`src/rtl/sprite_rom_arbiter.sv`:
```
// sprite_rom_arbiter: round-robin sharing of one sprite ROM between N_REQ drawers, with tagged read returns
// Optional stall counter port and logic are enabled by defining SPRITE_ARB_STALL_CNT_EN.
module sprite_rom_arbiter #(
   parameter int N_REQ   = 4,
   parameter int ADDR_W  = 10,
   parameter int DATA_W  = 2,
   parameter int ROM_LAT = 1
) (
   input  logic                       vga_clk,
   input  logic                       reset,
   input  logic [N_REQ-1:0]           req,
   input  logic [N_REQ*ADDR_W-1:0]    addr,
   output logic [N_REQ-1:0]           gnt,
   output logic [ADDR_W-1:0]          rom_addr,
   input  logic [DATA_W-1:0]          rom_q,
   output logic [DATA_W-1:0]          rdata,
   output logic                       rvalid,
   output logic [$clog2(N_REQ)-1:0]   rid
`ifdef SPRITE_ARB_STALL_CNT_EN
   ,
   output logic [15:0]                stall_cnt
`endif
);
   localparam int ID_W = $clog2(N_REQ);
   logic [ID_W-1:0]               ptr, win;
   logic                          hit, grant;
   logic [ROM_LAT-1:0]            vld;
   logic [ROM_LAT-1:0][ID_W-1:0]  tag;
   // search from ptr upward, wrapping, for the first active request
   always_comb begin
      hit = 1'b0;
      win = '0;
      for (int k = 0; k < N_REQ; k++)
         if (!hit && req[(int'(ptr) + k) % N_REQ]) begin
            hit = 1'b1;
            win = ID_W'((int'(ptr) + k) % N_REQ);
         end
   end
   // requests are ignored while reset is held
   always_comb begin
      grant = hit && !reset;
      gnt   = grant ? (N_REQ'(1) << win) : '0;
   end
   // ROM address register, round-robin pointer and tag pipeline
   always_ff @(posedge vga_clk) begin
      if (reset) begin
         ptr      <= '0;
         rom_addr <= '0;
         vld      <= '0;
         tag      <= '0;
      end else begin
         if (grant) begin
            rom_addr <= addr[win*ADDR_W +: ADDR_W];
            ptr      <= (int'(win) == N_REQ - 1) ? '0 : win + 1'b1;
         end
         vld[0] <= grant;
         tag[0] <= win;
         for (int i = 1; i < ROM_LAT; i++) begin
            vld[i] <= vld[i-1];
            tag[i] <= tag[i-1];
         end
      end
   end
   // capture the ROM word together with the tag leaving the last stage
   always_ff @(posedge vga_clk) begin
      if (reset) begin
         rvalid <= 1'b0;
         rid    <= '0;
         rdata  <= '0;
      end else begin
         rvalid <= vld[ROM_LAT-1];
         rid    <= tag[ROM_LAT-1];
         if (vld[ROM_LAT-1]) rdata <= rom_q;
      end
   end
`ifdef SPRITE_ARB_STALL_CNT_EN
   // count cycles in which some request waited, saturating at all ones
   always_ff @(posedge vga_clk) begin
      if (reset) stall_cnt <= '0;
      else if (|(req & ~gnt) && stall_cnt != 16'hFFFF) stall_cnt <= stall_cnt + 16'd1;
   end
`endif
endmodule
```
`config.mk`:
```
export PLATFORM = sky130hd
export DESIGN_NAME = sprite_rom_arbiter
export DESIGN_NICKNAME = d
export VERILOG_FILES = /design/src/rtl/sprite_rom_arbiter.sv
export SDC_FILE = /design/constraint.sdc
export NUM_CORES = 1
export LEC_CHECK = 0
export ABC_AREA = 1
export BUFFER_PORTS_ARGS = -buffer_cell sky130_fd_sc_hd__buf_2
export CAP_MARGIN = 10
export CORE_UTILIZATION = 40
export DETAILED_ROUTE_END_ITERATION = 10
export PLACE_DENSITY = 0.71
export SETUP_SLACK_MARGIN = 0.2
export SYNTH_ARGS = -nofsm -noshare
export SYNTH_HDL_FRONTEND = slang
export SYNTH_SLANG_ARGS = --single-unit
```
`constraint.sdc`:
```
create_clock -name vga_clk -period 2.2 [get_ports vga_clk]
set_input_delay 0.11 -clock vga_clk [delete_from_list [all_inputs] [get_ports vga_clk]]
set_output_delay 0.11 -clock vga_clk [all_outputs]
set_load 0.02 [all_outputs]
```
# Word-level counts from Yosys, hierarchy flattened
# Index checks and enable logic that the tools add are counted.
classes:
  mux: 21
  addsub: 4
  eq_ne: 1
  mul: 1
  bitwise: 3
  n_reduce_logical: 11
  n_lt_le_gt_ge: 4
  shift: 2
op_table:
  columns: ["op", "count"]
  rows:
  - ["40-bit by 7-bit variable part select with 10-bit output", 1]
  - ["3-bit by 4-bit < comparator with 1-bit output (second input constant)", 3]
  - ["1-bit 2-to-1 mux", 11]
  - ["2-bit 2-to-1 mux", 5]
  - ["1-bit binary-select mux with 2-bit select", 4]
  - ["2-bit OR reduction", 3]
  - ["2-bit by 3-bit multiplier with 5-bit output (second input constant)", 1]
  - ["2-bit by 1-bit adder with 2-bit output (second input constant)", 2]
  - ["2-bit adder (second input constant)", 2]
  - ["1-bit logical AND", 4]
  - ["1-bit logical NOT", 4]
  - ["4-bit 2-to-1 mux", 1]
  - ["1-bit by 2-bit left shift with 4-bit output (first input constant)", 1]
  - ["1-bit AND (first input constant)", 3]
  - ["2-bit by 3-bit < comparator with 1-bit output (second input constant)", 1]
  - ["2-bit by 1-bit == test with 1-bit output (second input constant)", 1]
totals:
  register_bits: 20
  elab_cells: 54

# Depth between registers and ports, before layout
# Gate-level depths: netlist (run 1).
depth:
  depth_word: 16
  mapped_depth: 16

# Least setup slack after synthesis (run 1)
# No wires, ideal clock.
synth_path:
  path_type: "reg-to-output"
  from: "register ptr[0]"
  to: "output port gnt[0]"
  path_stages_with_launch: 12
  slack_ns: 0.327
  arrival_ns: 1.763
  cell_sequence: "dfxtp_1 -> buf_6 -> inv_6 -> nand2_1 -> nand3_1 -> nand2_1 -> nor2_2 -> nand3_2 -> nand3_4 -> buf_4 -> inv_2 -> nor3_1"
synth_via:
  elab_chain_cells: 14
synth_lines:
  columns: ["item", "line_no", "source"]
  rows:
  - ["start, declared", "25", "logic [ID_W-1:0] ptr, win;"]
  - ["start signal, assigned", "54", "ptr <= (int'(win) == N_REQ - 1) ? '0 : win + 1'b1;"]
  - ["2-bit by 1-bit adder with 2-bit output or 1-bit binary-select mux with 2-bit select (tied branches)", "34, 36", null]
  - ["1-bit binary-select mux with 2-bit select or 1-bit 2-to-1 mux (tied branches)", "34", "if (!hit && req[(int'(ptr) + k) % N_REQ]) begin"]
  - ["1-bit 2-to-1 mux (implied by the code)", "34", null]
  - ["1-bit 2-to-1 mux (implied by the code) or 1-bit logical NOT (tied branches)", "34", null]
  - ["1-bit logical AND", "34", null]
  - ["1-bit 2-to-1 mux", "34", null]
  - ["1-bit logical NOT", "34", null]
  - ["1-bit logical AND", "34", null]
  - ["1-bit 2-to-1 mux", "34", null]
  - ["1-bit logical NOT", "34", null]
  - ["1-bit logical AND", "34", null]
  - ["2-bit 2-to-1 mux or 1-bit 2-to-1 mux (tied branches)", "34", null]
  - ["1-bit by 2-bit left shift with 4-bit output or 1-bit logical AND (tied branches)", "42, 41", null]
  - ["4-bit 2-to-1 mux *", "42", "gnt = grant ? (N_REQ'(1) << win) : '0;"]
  - ["end, declared", "13", "output logic [N_REQ-1:0] gnt,"]
# Every way passes the cells marked *; elsewhere a longest branch is shown, timed or not. The select of a mux whose other input is x is not followed.

# Worst setup path after layout (run 1)
layout_path:
  from: "register ptr[0]"
  to: "output port gnt[1]"
# The elaborated chain is that of the path after synthesis.

==> run_summary.xml, run 1 <==
<?xml version="1.0" encoding="UTF-8"?>
<metrics>
  <group name="synthesis">
    <metric name="count_of_different_cell_masters_after_synthesis" unit="">23</metric>
    <metric name="avgSynthCellArea" unit="µm²">5.77</metric>
    <metric name="synth_warnings" unit="">0</metric>
    <metric name="ys_seq_area_share" unit="%">28.6</metric>
    <metric name="netlist.area_leader.share" unit="%">28.6</metric>
    <metric name="synth_nets" unit="">291</metric>
    <metric name="number_of_enable_type_register_cells_in_the_synthesized_netlist" unit="">0</metric>
    <metric name="synth.top_cells.by_count" unit="">nand2_1 (79), inv_1 (35), nor2_1 (30)</metric>
    <metric name="netlist_area" unit="µm²">1400</metric>
    <metric name="netlist.top_cell.by_area" unit="">dfxtp_1</metric>
    <metric name="post-synth-top-count-cell" unit="">nand2_1</metric>
    <metric name="postSynthRegisterBits" unit="">20</metric>
    <metric name="post_synth_inst_count" unit="">243</metric>
    <metric name="most_common_flop_cell_mapped_by_yosys" unit="">dfxtp_1</metric>
    <metric name="synth_async_sr_flop_share" unit="%">0</metric>
    <metric name="post_synth_main_area_contributors" unit="">dfxtp_1 (29%), nand2_1 (21%), nand3_1 (10%)</metric>
  </group>
  <group name="sta">
    <metric name="share_of_the_clock_period_used_by_the_worst_path" unit="%">93.2</metric>
    <metric name="finalSetupTns" unit="ps">0</metric>
    <metric name="grt_setup_unrepaired" unit="">true</metric>
    <metric name="drv_slew" unit="">0</metric>
    <metric name="timing_worst_slew_pin_value" unit="ps">222</metric>
    <metric name="clock.fmax" unit="MHz">488</metric>
    <metric name="report.final.setup_viol" unit="">0</metric>
    <metric name="period_needed" unit="ps">2050</metric>
    <metric name="finalHoldViolations" unit="">0</metric>
    <metric name="postLayoutSetupSlackWorst" unit="ps">149</metric>
    <metric name="max_slew_margin" unit="%">85.1</metric>
    <metric name="clock-skew-final" unit="ps">11.1</metric>
  </group>
  <group name="routing">
    <metric name="num_vias" unit="">1758</metric>
    <metric name="firstDrtPassIters" unit="">4</metric>
    <metric name="total_detailed_routing_wirelength" unit="mm">4.47</metric>
    <metric name="wire_per_inst" unit="µm">12.3</metric>
    <metric name="drt_first_iter_violations" unit="">86</metric>
    <metric name="via_density" unit="">4.83</metric>
    <metric name="drtAntennaViolNets" unit="">0</metric>
    <metric name="drc" unit="">0</metric>
  </group>
  <group name="grt">
    <metric name="grt_first_pass_wirelength" unit="mm">6.40</metric>
    <metric name="initial_antenna_violation_count" unit="">0</metric>
    <metric name="number_of_global_route_vias_before_repair" unit="">1496</metric>
    <metric name="grt_use_total" unit="%">23.1</metric>
    <metric name="global_route.overflow_total" unit="">0</metric>
    <metric name="grt_start_max_net_pins" unit="">15</metric>
  </group>
  <group name="cts">
    <metric name="clock_tree_from_tritoncts" unit="">built</metric>
    <metric name="clockRootBuffer" unit="">clkbuf_4</metric>
    <metric name="cts_sinks" unit="">20</metric>
    <metric name="h-tree-depth" unit="">1</metric>
    <metric name="clock_insertion_delay_worst_skew" unit="ps">310</metric>
    <metric name="clkSlewWorstSetupHoldPaths" unit="ps">130</metric>
    <metric name="cts-hold-fix-buffers" unit="">0</metric>
    <metric name="cts_buf_count" unit="">3</metric>
    <metric name="max_root_sink_buffers" unit="">2</metric>
  </group>
  <group name="die">
    <metric name="design.die.area" unit="µm²">3740</metric>
    <metric name="initial_core_util" unit="%">42.0</metric>
    <metric name="die_x" unit="µm">61.2</metric>
    <metric name="floorplan.die.height" unit="µm">61.2</metric>
    <metric name="design.portCount" unit="">67</metric>
    <metric name="placeableCoreArea" unit="µm²">3340</metric>
    <metric name="floorplan.rows" unit="">21</metric>
  </group>
  <group name="power_and_ir_drop">
    <metric name="netSwitchingPower" unit="mW">2.03</metric>
    <metric name="power.switching_fraction" unit="%">54.2</metric>
    <metric name="p_clk_share" unit="%">8.3</metric>
    <metric name="reg_power_share" unit="%">16.1</metric>
    <metric name="leakage_power" unit="nW">1.20</metric>
    <metric name="power_per_cell_area" unit="nW/µm²">1770</metric>
    <metric name="worst_ir_drop_vdd" unit="mV">0.736</metric>
    <metric name="intPower" unit="mW">1.72</metric>
    <metric name="gate_power_share" unit="%">75.6</metric>
  </group>
  <group name="cells_and_area">
    <metric name="fillCellCount" unit="">333</metric>
    <metric name="final_core_utilization" unit="%">63.5</metric>
    <metric name="drive_above_1_share" unit="%">43.1</metric>
    <metric name="post_layout_net_count" unit="">367</metric>
    <metric name="final-seq-area" unit="µm²">408</metric>
    <metric name="area_of_the_multi_input_gates" unit="µm²">967</metric>
    <metric name="layout-area-overhead-vs-synth" unit="%">51.2</metric>
    <metric name="antenna_cells_inserted" unit="">0</metric>
  </group>
  <group name="place">
    <metric name="finalWeightedCongestion" unit="">0.835</metric>
    <metric name="pre_cts_ws" unit="ps">51.3</metric>
    <metric name="detailed_place_hpwl" unit="mm">2.86</metric>
    <metric name="place.port_buffers" unit="">66</metric>
  </group>
  <group name="status">
    <metric name="run_status" unit="">finished, final reports clean</metric>
  </group>
  <group name="setup_path">
    <metric name="start_kind" unit="">flop</metric>
    <metric name="crit_arrival" unit="ps">1940</metric>
    <metric name="cp-end-kind" unit="">output port</metric>
    <metric name="crit_fanout" unit="">10</metric>
    <metric name="startpoint_to_endpoint_class_of_the_critical_path" unit="">flop to output port</metric>
    <metric name="timing.critical_path.required" unit="ps">2090</metric>
  </group>
  <group name="run">
    <metric name="maxCapViolCount" unit="">0</metric>
  </group>
  <group name="hold_path">
    <metric name="hold_path.class" unit="">input pin to flop</metric>
  </group>
</metrics>
## final cells by class
type,count,share of cell area (%)
Clock inverter,1,1.42
Sequential cell,20,19.3
Inverter,40,7.80
Multi-Input combinational cell,173,45.7
Clock buffer,3,1.06
Tap cell,46,2.72
Timing Repair Buffer,81,22.1
## state kept, by name, summed over array words and instances, names as in the netlist
| register | flops |
|---|---|
| rom_addr | 10 |
| rdata | 2 |
| ptr | 2 |
| rid | 2 |
| vld | 1 |
| tag | 2 |
| rvalid | 1 |
## through the flow
step | power, mW | instances | hold WS [ps] | area (µm²)
after global placement | 2.65 | 348 | 332 | 1750
after global routing | 4.05 | 364 | 29.4 | 2120
after floorplan | 2.25 | 243 | 245 | 1400
after CTS | 3.17 | 356 | 18.1 | 1870
after detailed placement | 2.67 | 348 | 340 | 1750
final | 3.75 | 364 | 18.7 | 2120
## layout by cell type (no fill, tap or decap), drive strengths merged
| cell type | n |
|---|---|
| nor2 | 34 |
| nand3 | 32 |
| o211ai | 1 |
| nand4 | 11 |
| inv | 40 |
| a31oi | 1 |
| clkbuf | 3 |
| bufinv | 1 |
| nand2 | 80 |
| o21ai | 11 |
| a211oi | 1 |
| buf | 81 |
| nor3 | 2 |
| dfxtp | 20 |
## timing repair
item | 4_1_cts | 5_1_grt
gates cloned | 1 | 1
buffers inserted | 3 | 7
setup endpoints to repair | 15 | 14
resized for setup | 10 | 57
pin swaps | 3 | 21
## power by group through the flow
stage	Sequential (mW)	Combinational, mW	Clock [mW]
after global routing	0.620	3.10	0.331
after detailed placement	0.604	2.07	0
after floorplan	0.707	1.54	0
after global placement	0.606	2.05	0
after CTS	0.608	2.25	0.312
final	0.602	2.84	0.312
## worst max-delay path: stages, from the launching register on
cell and delay (ps):
dfxtp_4 400, inv_6 110, nand2_1 80, nand3_1 110, nand2_2 100, inv_2 110
nand2_4 60, nand2_4 90, nand3_4 110, nor2_2 150, nand2_1 110, inv_1 80
buf_6 110
## worst paths after layout
check / slack, ps / from / to / cells after the start
setup reg to reg: 260 / ptr[1]$_SDFFE_PP0P_ / rom_addr[4]$_SDFFE_PP0P_ / 14
setup / recovery: 150 / ptr[0]$_SDFFE_PP0P_ / gnt[1] / 12
hold / removal: 20 / rom_q[1] / rdata[1]$_SDFFE_PP0P_ / 3
hold reg to reg: 410 / tag[0]$_SDFF_PP0_ / rid[0]$_SDFF_PP0_ / 2
## metal layers
metal  vias up  GRT usage [%]  part of all wire, %
li1        909              -                    -
met1       771           29.8                   43
met2        70           39.3                   50
met3         8           4.20                  5.8
met4         0           6.49                  1.3
met5         -              0                    0
## cell families (layout without fill, tap and decap cells)
kind of cell | Yosys count | in the layout | share of synthesized area, %
AO/OA/AOI/OAI | 14 | 14 | 5.45
buffers and inverters | 52 | 125 | 16.3
flip-flops | 20 | 20 | 28.6
AND/OR/NAND/NOR | 157 | 159 | 49.6
No activity file was read; power rests on OpenSTA's default activity.
==> inputs of run 2 (changes only) <==
--- a/config.mk
+++ b/config.mk
@@ -9,9 +9,10 @@
 export BUFFER_PORTS_ARGS = -buffer_cell sky130_fd_sc_hd__buf_2
 export CAP_MARGIN = 10
 export CORE_UTILIZATION = 40
+export CTS_CLUSTER_DIAMETER = 150
+export CTS_CLUSTER_SIZE = 10
 export DETAILED_ROUTE_END_ITERATION = 10
 export PLACE_DENSITY = 0.71
-export SETUP_SLACK_MARGIN = 0.2
 export SYNTH_ARGS = -nofsm -noshare
 export SYNTH_HDL_FRONTEND = slang
 export SYNTH_SLANG_ARGS = --single-unit
==> run 2 against run 1 <==
  * Final area down 10%
  * Core utilization down 6.6 points
  * Critical path depth down 1
  * Largest cell class unchanged
  * Largest power group unchanged
  * Highest routed layer unchanged
==> run_summary.xml, run 2 (synthesized netlist as in run 1, its figures left out) <==
<?xml version="1.0" encoding="UTF-8"?>
<metrics>
  <group name="cells_and_area">
    <metric name="layoutNonFillerInstCount" unit="">359</metric>
    <metric name="post_layout_net_count" unit="">362</metric>
    <metric name="drive_above_1_share" unit="%">31.6</metric>
    <metric name="largest_register_ffs" unit="">10</metric>
    <metric name="layout_common_cells" unit="">nand2_1 (77), buf_2 (66), inv_1 (35)</metric>
    <metric name="layout-area-overhead-vs-synth" unit="%">35.4</metric>
    <metric name="antenna_cells_inserted" unit="">0</metric>
    <metric name="final_common_cell" unit="">nand2_1</metric>
    <metric name="registers.top_by_ff_count" unit="">rom_addr</metric>
  </group>
  <group name="cts">
    <metric name="max_root_sink_buffers" unit="">2</metric>
    <metric name="cts_sinks" unit="">20</metric>
    <metric name="cts_buf_count" unit="">3</metric>
    <metric name="clock_insertion_delay_worst_skew" unit="ps">310</metric>
    <metric name="clock_tree_from_tritoncts" unit="">built</metric>
    <metric name="clkSlewWorstSetupHoldPaths" unit="ps">130</metric>
    <metric name="h-tree-depth" unit="">1</metric>
    <metric name="clockRootBuffer" unit="">clkbuf_4</metric>
  </group>
  <group name="power_and_ir_drop">
    <metric name="power_per_cell_area" unit="nW/µm²">1700</metric>
    <metric name="worst_ir_drop_vdd" unit="mV">0.730</metric>
    <metric name="leakage_power" unit="nW">1.14</metric>
  </group>
  <group name="grt">
    <metric name="grt_first_pass_wirelength" unit="mm">6.28</metric>
    <metric name="global_route.overflow_total" unit="">0</metric>
    <metric name="globalRoute.busiestLayer" unit="">met2</metric>
    <metric name="grt_start_max_net_pins" unit="">15</metric>
    <metric name="grt_use_total" unit="%">22.6</metric>
    <metric name="gr-usage-met3" unit="%">3.99</metric>
    <metric name="number_of_global_route_vias_before_repair" unit="">1460</metric>
    <metric name="groute.layer.met2.usage" unit="%">39.0</metric>
    <metric name="grtUsageMet1" unit="%">29.0</metric>
    <metric name="initial_antenna_violation_count" unit="">0</metric>
  </group>
  <group name="routing">
    <metric name="total_detailed_routing_wirelength" unit="mm">3.91</metric>
    <metric name="via_density" unit="">4.79</metric>
    <metric name="drt_first_iter_violations" unit="">74</metric>
    <metric name="drc" unit="">0</metric>
    <metric name="num_vias" unit="">1720</metric>
    <metric name="drtAntennaViolNets" unit="">0</metric>
    <metric name="wire_per_inst" unit="µm">10.9</metric>
    <metric name="firstDrtPassIters" unit="">5</metric>
  </group>
  <group name="sta">
    <metric name="report.final.setup_viol" unit="">0</metric>
    <metric name="max_slew_margin" unit="%">82.3</metric>
    <metric name="drv_slew" unit="">0</metric>
    <metric name="postLayoutSetupSlackWorst" unit="ps">131</metric>
    <metric name="period_needed" unit="ps">2070</metric>
    <metric name="share_of_the_clock_period_used_by_the_worst_path" unit="%">94.1</metric>
    <metric name="timing_worst_slew_pin_value" unit="ps">265</metric>
    <metric name="clock.fmax" unit="MHz">483</metric>
    <metric name="clock-skew-final" unit="ps">7.43</metric>
    <metric name="finalHoldViolations" unit="">0</metric>
  </group>
  <group name="setup_path">
    <metric name="critPathMaxStageDelay" unit="ps">400</metric>
    <metric name="path_cells" unit="">clkbuf_2, nand2_1, nand2_1, nand2_1, nand2_1, nor2_4, nand3_4, nand3_4, inv_2, nor3_1, buf_2</metric>
    <metric name="startpoint_to_endpoint_class_of_the_critical_path" unit="">flop to output port</metric>
    <metric name="critPathMostFrequentCell" unit="">nand2_1</metric>
    <metric name="crit_arrival" unit="ps">1960</metric>
    <metric name="start_kind" unit="">flop</metric>
    <metric name="cp_slowest_cell" unit="">dfxtp_4</metric>
    <metric name="critPathTopFamily" unit="">simple AND/OR/NAND/NOR gates</metric>
    <metric name="cp-end-kind" unit="">output port</metric>
    <metric name="bufs_and_invs_on_worst_path" unit="">3</metric>
    <metric name="crit_fanout" unit="">6</metric>
    <metric name="timing.critical_path.required" unit="ps">2090</metric>
  </group>
  <group name="die">
    <metric name="design.portCount" unit="">67</metric>
    <metric name="design.die.area" unit="µm²">3740</metric>
    <metric name="initial_core_util" unit="%">42.0</metric>
    <metric name="die_x" unit="µm">61.2</metric>
    <metric name="floorplan.rows" unit="">21</metric>
    <metric name="floorplan.die.height" unit="µm">61.2</metric>
    <metric name="placeableCoreArea" unit="µm²">3340</metric>
  </group>
  <group name="run">
    <metric name="maxCapViolCount" unit="">0</metric>
  </group>
  <group name="hold_path">
    <metric name="hold_path.class" unit="">input pin to flop</metric>
  </group>
  <group name="place">
    <metric name="finalWeightedCongestion" unit="">0.835</metric>
    <metric name="dp.cells" unit="">348</metric>
    <metric name="pre_cts_ws" unit="ps">51.3</metric>
    <metric name="detailed_place_hpwl" unit="mm">2.86</metric>
    <metric name="place.port_buffers" unit="">66</metric>
  </group>
  <group name="status">
    <metric name="run_status" unit="">finished, final reports clean</metric>
  </group>
</metrics>
## run 2: cell count changes in the layout (fill, tap and decap cells not counted), moves of 4 or more
cell,previous run,this run
nand2_1,57,77
nand3_1,23,28
nand2_4,6,1
buf_6,4,0
buf_2,62,66
buf_4,15,10
nand2_2,17,2
## run 2: what timing repair did
action                                  CTS  global route
pin swaps                                 1             2
buffers inserted                          0             6
resized for setup                         5             7
endpoints found under the setup margin    4             4
cloned                                    1             0
hold buffers                              0             0
## run 2: through the flow
step	power (mW)	hold WS, ps	instance area (µm²)	util [%]	TNS [ps]
after floorplan	2.25	245	1400	-	0
after global placement	2.65	332	1750	52.5	0
after detailed placement	2.67	340	1750	52.5	0
after CTS	3.05	18.1	1830	54.9	0
after global routing	3.54	29.4	1900	56.9	-19.7
final	3.22	20.6	1900	56.9	0
## run 2: final cells by class
cell class              instances  area [µm²]
repair buffers                 77         410
flip-flops and latches         20         405
well taps                      46        57.6
multi-input cells             172         812
inverters                      40         160
clock inverters                 1        30.0
fillers                       370        1440
clock buffers                   3        22.5
## run 2: worst reg2reg max path: cells and delay by family, from the launching register on
kind	cells	cell delay (ps)
and+or+nand+nor	13	1200
DFF	1	400
buffers and inverters	2	330
## run 2: path summary, 6_finish.rpt
| kind | to | from | slack (ps) | depth (start not counted) |
|---|---|---|---|---|
| min reg2reg | rid[0]$_SDFF_PP0_ | tag[0]$_SDFF_PP0_ | 410 | 2 |
| min | rdata[1]$_SDFFE_PP0P_ | rom_q[1] | 20 | 3 |
| max | gnt[0] | ptr[0]$_SDFFE_PP0P_ | 130 | 11 |
| max reg2reg | rom_addr[2]$_SDFFE_PP0P_ | ptr[0]$_SDFFE_PP0P_ | 220 | 15 |
## run 2: per-layer routing
metal,vias to the layer above,part of all wire [%]
met4,0,0.38
met5,-,0
met3,2,7.4
met1,740,44
li1,898,-
met2,80,48
## run 2: where the power goes
part	internal, mW	switching (mW)	total [mW]
registers	0.513	0.0816	0.595
logic	0.806	1.51	2.32
clock network	0.184	0.125	0.309
